$ cat src/rtl/vreg_sar_controller_pkg.sv
// Shared types and constants for the VREG successive-approximation controller.
package vreg_ctrl_pkg;

  localparam int CODE_W = 9;
  localparam int OUT_W  = 7;

  localparam logic [CODE_W-1:0] VREG_MID = 9'h100;

  typedef enum logic [1:0] {
    IDLE,
    SAR,
    TRACK
  } state_t;

endpackage

$ cat src/rtl/vreg_sar_controller_if.sv
// Control/measurement bundle between the loop controller and its surroundings.
interface vreg_sar_controller_if;
  import vreg_ctrl_pkg::*;

  logic              enable;
  logic [OUT_W-1:0]  target;
  logic [OUT_W-1:0]  meas;
  logic [CODE_W-1:0] vreg;
  logic              busy;
  logic              locked;

  // master: system/plant side; slave: the controller
  modport master (output enable, target, meas, input vreg, busy, locked);
  modport slave  (input enable, target, meas, output vreg, busy, locked);

endinterface

$ cat src/rtl/vreg_sar_controller_settle_timer.sv
// Settle timer: loads SETTLE_CYCLES-1 and counts down to 0; done flags the last cycle.
module settle_timer #(
  parameter int SETTLE_CYCLES = 16
) (
  input  logic clk,
  input  logic reset_n,
  input  logic i_load,
  output logic o_done
);

  localparam logic [7:0] RELOAD = 8'(SETTLE_CYCLES - 1);

  logic [7:0] r_cnt;

  always_ff @(posedge clk or negedge reset_n) begin
    if (!reset_n) begin
      r_cnt <= '0;
    end else if (i_load) begin
      r_cnt <= RELOAD;
    end else if (r_cnt != '0) begin
      r_cnt <= r_cnt - 8'd1;
    end
  end

  assign o_done = (r_cnt == '0);

endmodule

$ cat src/rtl/vreg_sar_controller.sv
// VREG loop controller: SAR search for the target code, then +/-1 LSB tracking with lock.
module vreg_sar_controller
  import vreg_ctrl_pkg::*;
#(
  parameter int SETTLE_CYCLES = 16,
  parameter int HYST          = 1,
  parameter int LOCK_COUNT    = 4,
  parameter int RESEARCH_THR  = 16
) (
  input  logic                 clk,
  input  logic                 reset_n,
  vreg_sar_controller_if.slave bus
);

  localparam logic signed [7:0] HYST_S = 8'(HYST);
  localparam logic signed [7:0] RTHR_S = 8'(RESEARCH_THR);
  localparam logic [3:0]        LOCK_N = 4'(LOCK_COUNT);

  state_t            r_state, w_state_nxt;
  logic [CODE_W-1:0] r_vreg,  w_vreg_nxt;
  logic [3:0]        r_ptr,   w_ptr_nxt;
  logic [3:0]        r_cnt,   w_cnt_nxt;
  logic [3:0]        w_ptr_dec;
  logic              w_load;
  logic              w_done;
  logic signed [7:0] w_err;
  logic signed [7:0] w_abs;

  settle_timer #(.SETTLE_CYCLES(SETTLE_CYCLES)) u_timer (
    .clk     (clk),
    .reset_n (reset_n),
    .i_load  (w_load),
    .o_done  (w_done)
  );

  always_ff @(posedge clk or negedge reset_n) begin
    if (!reset_n) begin
      r_state <= IDLE;
      r_vreg  <= '0;
      r_ptr   <= '0;
      r_cnt   <= '0;
    end else begin
      r_state <= w_state_nxt;
      r_vreg  <= w_vreg_nxt;
      r_ptr   <= w_ptr_nxt;
      r_cnt   <= w_cnt_nxt;
    end
  end

  always_comb begin
    w_state_nxt = r_state;
    w_vreg_nxt  = r_vreg;
    w_ptr_nxt   = r_ptr;
    w_cnt_nxt   = r_cnt;
    w_load      = 1'b0;
    w_ptr_dec   = r_ptr - 4'd1;
    w_err       = $signed({1'b0, bus.meas} - {1'b0, bus.target});
    w_abs       = w_err[7] ? -w_err : w_err;

    // Disable dominates any evaluation due on the same edge.
    if (!bus.enable) begin
      w_state_nxt = IDLE;
      w_cnt_nxt   = '0;
    end else begin
      case (r_state)
        IDLE: begin
          w_state_nxt = SAR;
          w_vreg_nxt  = VREG_MID;
          w_ptr_nxt   = 4'd8;
          w_cnt_nxt   = '0;
          w_load      = 1'b1;
        end
        SAR: begin
          if (w_done) begin
            w_load    = 1'b1;
            w_cnt_nxt = '0;
            if (bus.meas > bus.target) w_vreg_nxt[r_ptr] = 1'b0;
            if (r_ptr != 4'd0) begin
              w_vreg_nxt[w_ptr_dec] = 1'b1;
              w_ptr_nxt             = w_ptr_dec;
            end else begin
              w_state_nxt = TRACK;
            end
          end
        end
        TRACK: begin
          if (w_done) begin
            w_load = 1'b1;
            if (w_abs > RTHR_S) begin
              w_state_nxt = SAR;
              w_vreg_nxt  = VREG_MID;
              w_ptr_nxt   = 4'd8;
              w_cnt_nxt   = '0;
            end else if (w_err > HYST_S) begin
              w_cnt_nxt = '0;
              if (r_vreg != '0) w_vreg_nxt = r_vreg - 9'd1;
            end else if (w_err < -HYST_S) begin
              w_cnt_nxt = '0;
              if (r_vreg != '1) w_vreg_nxt = r_vreg + 9'd1;
            end else if (r_cnt != LOCK_N) begin
              w_cnt_nxt = r_cnt + 4'd1;
            end
          end
        end
        default: w_state_nxt = IDLE;
      endcase
    end
  end

  assign bus.vreg   = r_vreg;
  assign bus.busy   = (r_state == SAR);
  assign bus.locked = (r_cnt == LOCK_N);

endmodule
$ cat src/flat_wrapper.sv
// flat-port wrapper written by rule: the top's interface ports become plain ports
module vreg_sar_controller_flat import vreg_ctrl_pkg::*;
#(
  parameter int SETTLE_CYCLES = 16,
  parameter int HYST          = 1,
  parameter int LOCK_COUNT    = 4,
  parameter int RESEARCH_THR  = 16
)
  (clk, reset_n, bus_enable, bus_target, bus_meas, bus_vreg, bus_busy, bus_locked);
  vreg_sar_controller_if bus_i ();
  input  logic clk;
  input  logic reset_n;
  input wire logic [$bits(bus_i.enable)-1:0] bus_enable;
  input wire logic [$bits(bus_i.target)-1:0] bus_target;
  input wire logic [$bits(bus_i.meas)-1:0] bus_meas;
  output wire logic [$bits(bus_i.vreg)-1:0] bus_vreg;
  output wire logic [$bits(bus_i.busy)-1:0] bus_busy;
  output wire logic [$bits(bus_i.locked)-1:0] bus_locked;
  assign bus_i.enable = bus_enable;
  assign bus_i.target = bus_target;
  assign bus_i.meas = bus_meas;
  assign bus_vreg = bus_i.vreg;
  assign bus_busy = bus_i.busy;
  assign bus_locked = bus_i.locked;
  vreg_sar_controller #(.SETTLE_CYCLES(SETTLE_CYCLES), .HYST(HYST), .LOCK_COUNT(LOCK_COUNT), .RESEARCH_THR(RESEARCH_THR)) u_core (.clk(clk), .reset_n(reset_n), .bus(bus_i));
endmodule
$ cat config.mk
export PLATFORM = sky130hd
export DESIGN_NAME = vreg_sar_controller_flat
export DESIGN_NICKNAME = d
export VERILOG_FILES = /design/src/rtl/vreg_sar_controller_pkg.sv /design/src/rtl/vreg_sar_controller_if.sv /design/src/rtl/vreg_sar_controller_settle_timer.sv /design/src/rtl/vreg_sar_controller.sv /design/src/flat_wrapper.sv
export SDC_FILE = /design/constraint.sdc
export NUM_CORES = 1
export LEC_CHECK = 0
export BUFFER_PORTS_ARGS = -buffer_cell sky130_fd_sc_hd__buf_2
export CAP_MARGIN = 25
export CORE_MARGIN = 2
export CORE_UTILIZATION = 45
export CTS_CLUSTER_SIZE = 16
export DETAILED_ROUTE_END_ITERATION = 6
export HOLD_SLACK_MARGIN = 0.03
export PLACE_DENSITY = 0.66
export SETUP_SLACK_MARGIN = 0.3
export SLEW_MARGIN = 20
export SYNTH_ARGS = -nofsm -noshare
export SYNTH_HDL_FRONTEND = slang
export SYNTH_SLANG_ARGS = --single-unit
$ cat constraint.sdc
create_clock -name clk -period 2.3 [get_ports clk]
set_input_delay 0.345 -clock clk [delete_from_list [all_inputs] [get_ports clk]]
set_output_delay 0.345 -clock clk [all_outputs]
set_load 0.005 [all_outputs]
# After elaboration in Yosys (flattened, before gate mapping)
# Cells that the tools add are included.
# word_totals
reg_bits,27
inputBits,17
word_cells,97
# op_classes
n_addsub,7
order_cmp,8
eq_ne,18
n_mux,42
bitwise,3
reduce_logical,14
# ops
operator,n
$mux W9,12
$mux W4,11
$pmux W9 S3,1
$mux W8,3
$pmux W4 S3,2
$ne A4 B1 Y1 const B,3
$lt A4 B5 Y1 const B,2
$mux W2,5
$add A9 B1 Y9 const B,1
$and A9 B9 Y9,1
$ne A9 B9 Y1 const B,1
$not A9 Y9,1
$or A9 B9 Y9,1
$reduce_bool A9 Y1,1
$sub A9 B1 Y9 const B,1
$demux W1 S4,2
$ge A4 B1 Y1 const B,2
$gt A8 B2 Y1 const B,1
$gt A8 B6 Y1 const B,1
$logic_not A8 Y1,1
$lt A8 B1 Y1 const B,1
$ne A4 B3 Y1 const B,2
$neg A8 Y8,1
$reduce_and A4 Y1,2
25 further kinds,33

# Logic depth before layout (Yosys ltp)
# logic_depth
ltp_word,14
ltp_mapped,17
mapped_depth_nobuf,16

# By module
# From an unflattened synthesis, not the netlist that was laid out.
# hier_totals
cells_unflattened,367
area_unflattened_um2,2914.0
# by_module_without_submodules
mod,instances,cells_each,area_per_inst_um2
vreg_sar_controller,1,323,2483.6
settle_timer,1,44,430.4

# Worst setup path after synthesis
# No wires, ideal clock.
# synth_path
path_type,input port to flip-flop
startpoint,input port bus_meas[0]
endpoint,register u_core.r_vreg[8] (netlist: u_core.bus.vreg[8])
arrival_time_ns,3.543
required_time_ns,2.179
path_slack_ns,-1.365
path_stages,17
path_cell_list,inv_1 ha_1 fa_1 nand2b_2 a21oi_4 xor2_2 nor4_1 a21oi_1 buf_2 xor2_1 ha_1 nor4_1 nand2_1 mux2_2 o31ai_1 nand2_1 o22a_1
# synth_via
elab_chain_len,9
word_cells_on_any_way,22
classes_between,add/sub: 2; order compare: 4; eq/ne: 3; mux: 11; bitwise: 1; reduce/logical: 1
# synth_lines
item,line,source
start: declaration,flat_wrapper.sv:15,input wire logic [$bits(bus_i.meas)-1:0] bus_meas;
"parallel branches: the longest is 9 deep, another holds $sub A7 B7 Y8",--,
end signal: assignment,vreg_sar_controller.sv:44,r_vreg <= w_vreg_nxt;
end: declaration,vreg_sar_controller.sv:20,"logic [CODE_W-1:0] r_vreg, w_vreg_nxt;"
# Several ways; the timed one is not identified. The select of a mux whose other input is x is not followed.
# A chain may end at the register's enable or synchronous reset.

# Worst setup path in the final report
# Ends and elaborated chain as after synthesis.

==> results.json <==
{
  "status": "complete, but fails checks",
  "violations": "setup timing",
  "post_drt_wl_per_cell_um": 17.4,
  "cp-start-kind": "primary input",
  "async_flop_share_pct": 100,
  "crit_type": "primary input to flip-flop",
  "worst_setup_path_end_kind": "flip-flop",
  "yosysTopAreaCellShare_pct": 24.8,
  "drc": 0,
  "skew_ns": 0.00869,
  "final_max_slew_viol_count": 0,
  "final_cell_mix": "58 x buf_4, 31 x nand2_1, 27 x dfrtp_1",
  "syn_inst": 332,
  "synth_top_cell_by_area": "dfrtp_1",
  "drt-total-wl_um": 8660,
  "drive_gt1_share_pct": 45.4,
  "cts_tree": "yes",
  "ys_types": 69,
  "rows": 28,
  "dp.final_hpwl_um": 5530,
  "cp_max_fo": 3,
  "worstPathRequired_ns": 2.47,
  "pre_cts_ws_ns": -1.21,
  "finalSetupTns_ns": -11.79,
  "ys.flop_type": "dfrtp_1",
  "grt.overflow.total": 0,
  "yosys-top-cells-area": "dfrtp_1 25%, ha_1 11%, nand2_1 4.4%",
  "vias": 2939,
  "final_common_cell": "buf_4",
  "clk_latency_ns": 0.29,
  "pwr_density_cell_nw_per_um2": 619,
  "tightest_slew_ns": 0.674,
  "rsz0062_at_grt": "true",
  "synth_edf_count": 0,
  "critPathSlowestCell": "fa_2",
  "layout_min_cycle_time_ns": 3.12,
  "numCtsBuffers": 3,
  "synth_area_sq_um": 2720,
  "finalHoldViolCount": 0,
  "root_buffer": "clkbuf_8",
  "fin_ws_ns": -0.823,
  "design.portCount": 28,
  "hold_path_class": "primary input to asynchronous set/reset pin",
  "vdd.ir_drop.worst_mv": 0.377,
  "finalSetupViolations": 19,
  "initial_utilization_pct": 46.3,
  "core_sq_um": 5890,
  "die_h_um": 81.8,
  "chipWidth_um": 81.8,
  "antenna_found_initial": 0,
  "via_per_inst": 5.90,
  "cts.sinks": 27,
  "yosysSeqAreaShare_pct": 24.8,
  "dr.pass1.iters": 4,
  "io_buffers": 27,
  "ant_nets": 0,
  "crit_chain": "buf_8 > inv_8 > ha_4 > fa_2 > nand2b_4 > a21oi_4 > xor2_4 > nor4_4 > a21oi_2 > xor2_1 > ha_2 > nor4_4 > nand2_1 > mux2_4 > o31ai_2 > nand2_1 > o22a_1",
  "cts.reportedPaths.clkPinSlew_ns": 0.11,
  "finish.net_count": 467,
  "globalplace.congestion": 0.868,
  "crit_family": "simple AND/OR/NAND/NOR gates",
  "yosys_warnings": 0,
  "slowest_delay_ns": 0.35,
  "clockBufferDepth": 2,
  "ys_ff_latch": 27,
  "grt_max_degree": 28,
  "worstPathArrival_ns": 3.30,
  "p_leak_nw": 1.85,
  "htreeDepth": 1,
  "path_buf_inv": 2,
  "grt_pass1_wl_um": 13200,
  "diodes": 0,
  "period_share_pct": 136,
  "grtUsageTotal_pct": 25.0,
  "drt_iter0_drc": 173,
  "drv_cap": 0,
  "grt_pass1_vias": 2792,
  "syn-num-nets": 375,
  "area_delta_synth_final_pct": 53.9,
  "synth.avg_cell_area_sq_um": 8.20,
  "die-area_sq_um": 6690,
  "slew_headroom_pct": 55.1,
  "clock.fmax_mhz": 320
}
layout make-up:
cell class	instances	area [sq um]
clock buffers	3	41.3
inverters	29	119
clock inverters	1	7.51
multi-input cells	262	2450
flip-flops and latches	27	676
fillers	436	1700
repair buffers	101	800
well taps	75	93.8
layer usage:
layer / up-vias / GRT usage, % / routed length (um)
met3: 19 / 2.31 / 367
met5: - / 0 / 0
met4: 0 / 7.83 / 206
li1: 1397 / - / -
met1: 1426 / 32.3 / 3730
met2: 97 / 43.7 / 4350
power by group:
part / leakage [nW] / total (mW) / switching (mW) / internal [mW]
clock: 0.0217 / 0.301 / 0.178 / 0.124
combinational: 1.48 / 1.64 / 0.898 / 0.743
sequential: 0.352 / 0.651 / 0.107 / 0.544
total: 1.85 / 2.59 / 1.18 / 1.41
stage by stage:
step,cell area (sq um),hold slack [ns],util [%],std cells,power [mW]
after global routing,4190,0.107,71.2,498,2.76
after global placement,3420,0.403,58.1,478,1.84
after detailed placement,3420,0.414,58.1,478,1.87
after CTS,3930,0.103,66.8,492,2.38
after floorplan,2840,0.0494,-,332,1.47
final,4190,0.0847,71.2,498,2.59
synthesized netlist by cell type, types with 5 or more instances:
cell type / count
mux2i_1: 5
nand3_1: 8
nor4_1: 6
inv_1: 29
dfrtp_1: 27
o21ai_0: 18
ha_1: 25
o32a_1: 5
nand2_1: 32
o31ai_1: 6
clkbuf_1: 7
nand2b_1: 6
a22oi_1: 7
nor3_1: 6
nor2_1: 25
o22ai_1: 7
xnor2_1: 6
a31oi_1: 9
xor2_1: 5
a21oi_1: 13
sequential cells by signal, indices dropped and copies added, names as in the netlist:
name / cells
u_core.r_state: 2
u_core.r_ptr: 4
u_core.r_cnt: 4
u_core.bus.vreg: 9
u_core.u_timer.r_cnt: 8
what timing repair did:
item,4_1_cts,5_1_grt
pin swaps,58,18
endpoints found under the setup margin,25,27
hold buffers,0,0
buffers inserted,9,6
cloned,1,0
resized for setup,75,37
path summary, 6_finish.rpt:
check / startpoint / endpoint / slack [ns] / depth (start not counted)
min in group clk: bus_enable / u_core.r_state[1] / 0.35 / 2
hold / removal: reset_n / u_core.u_timer.r_cnt[3] / 0.08 / 1
setup reg to reg: u_core.u_timer.r_cnt[4] / u_core.bus.vreg[8] / -0.07 / 8
hold reg to reg: u_core.r_cnt[3] / u_core.r_cnt[3] / 0.57 / 2
max in group asynchronous: reset_n / u_core.bus.vreg[1] / 1.78 / 1
setup / recovery: bus_meas[0] / u_core.bus.vreg[8] / -0.82 / 17
kinds of logic after synthesis:
| family | Yosys count | share of synthesized area, % |
|---|---|---|
| AND/OR/NAND/NOR | 117 | 23.2 |
| flip-flops | 27 | 24.8 |
| AO/OA/AOI/OAI | 100 | 26.2 |
| adder cells (fa/ha/maj) | 27 | 12.6 |
| buffers and inverters | 43 | 6.85 |
| multiplexers | 6 | 2.25 |
| XOR/XNOR | 12 | 4.14 |
(Power assumes the default switching activity.)
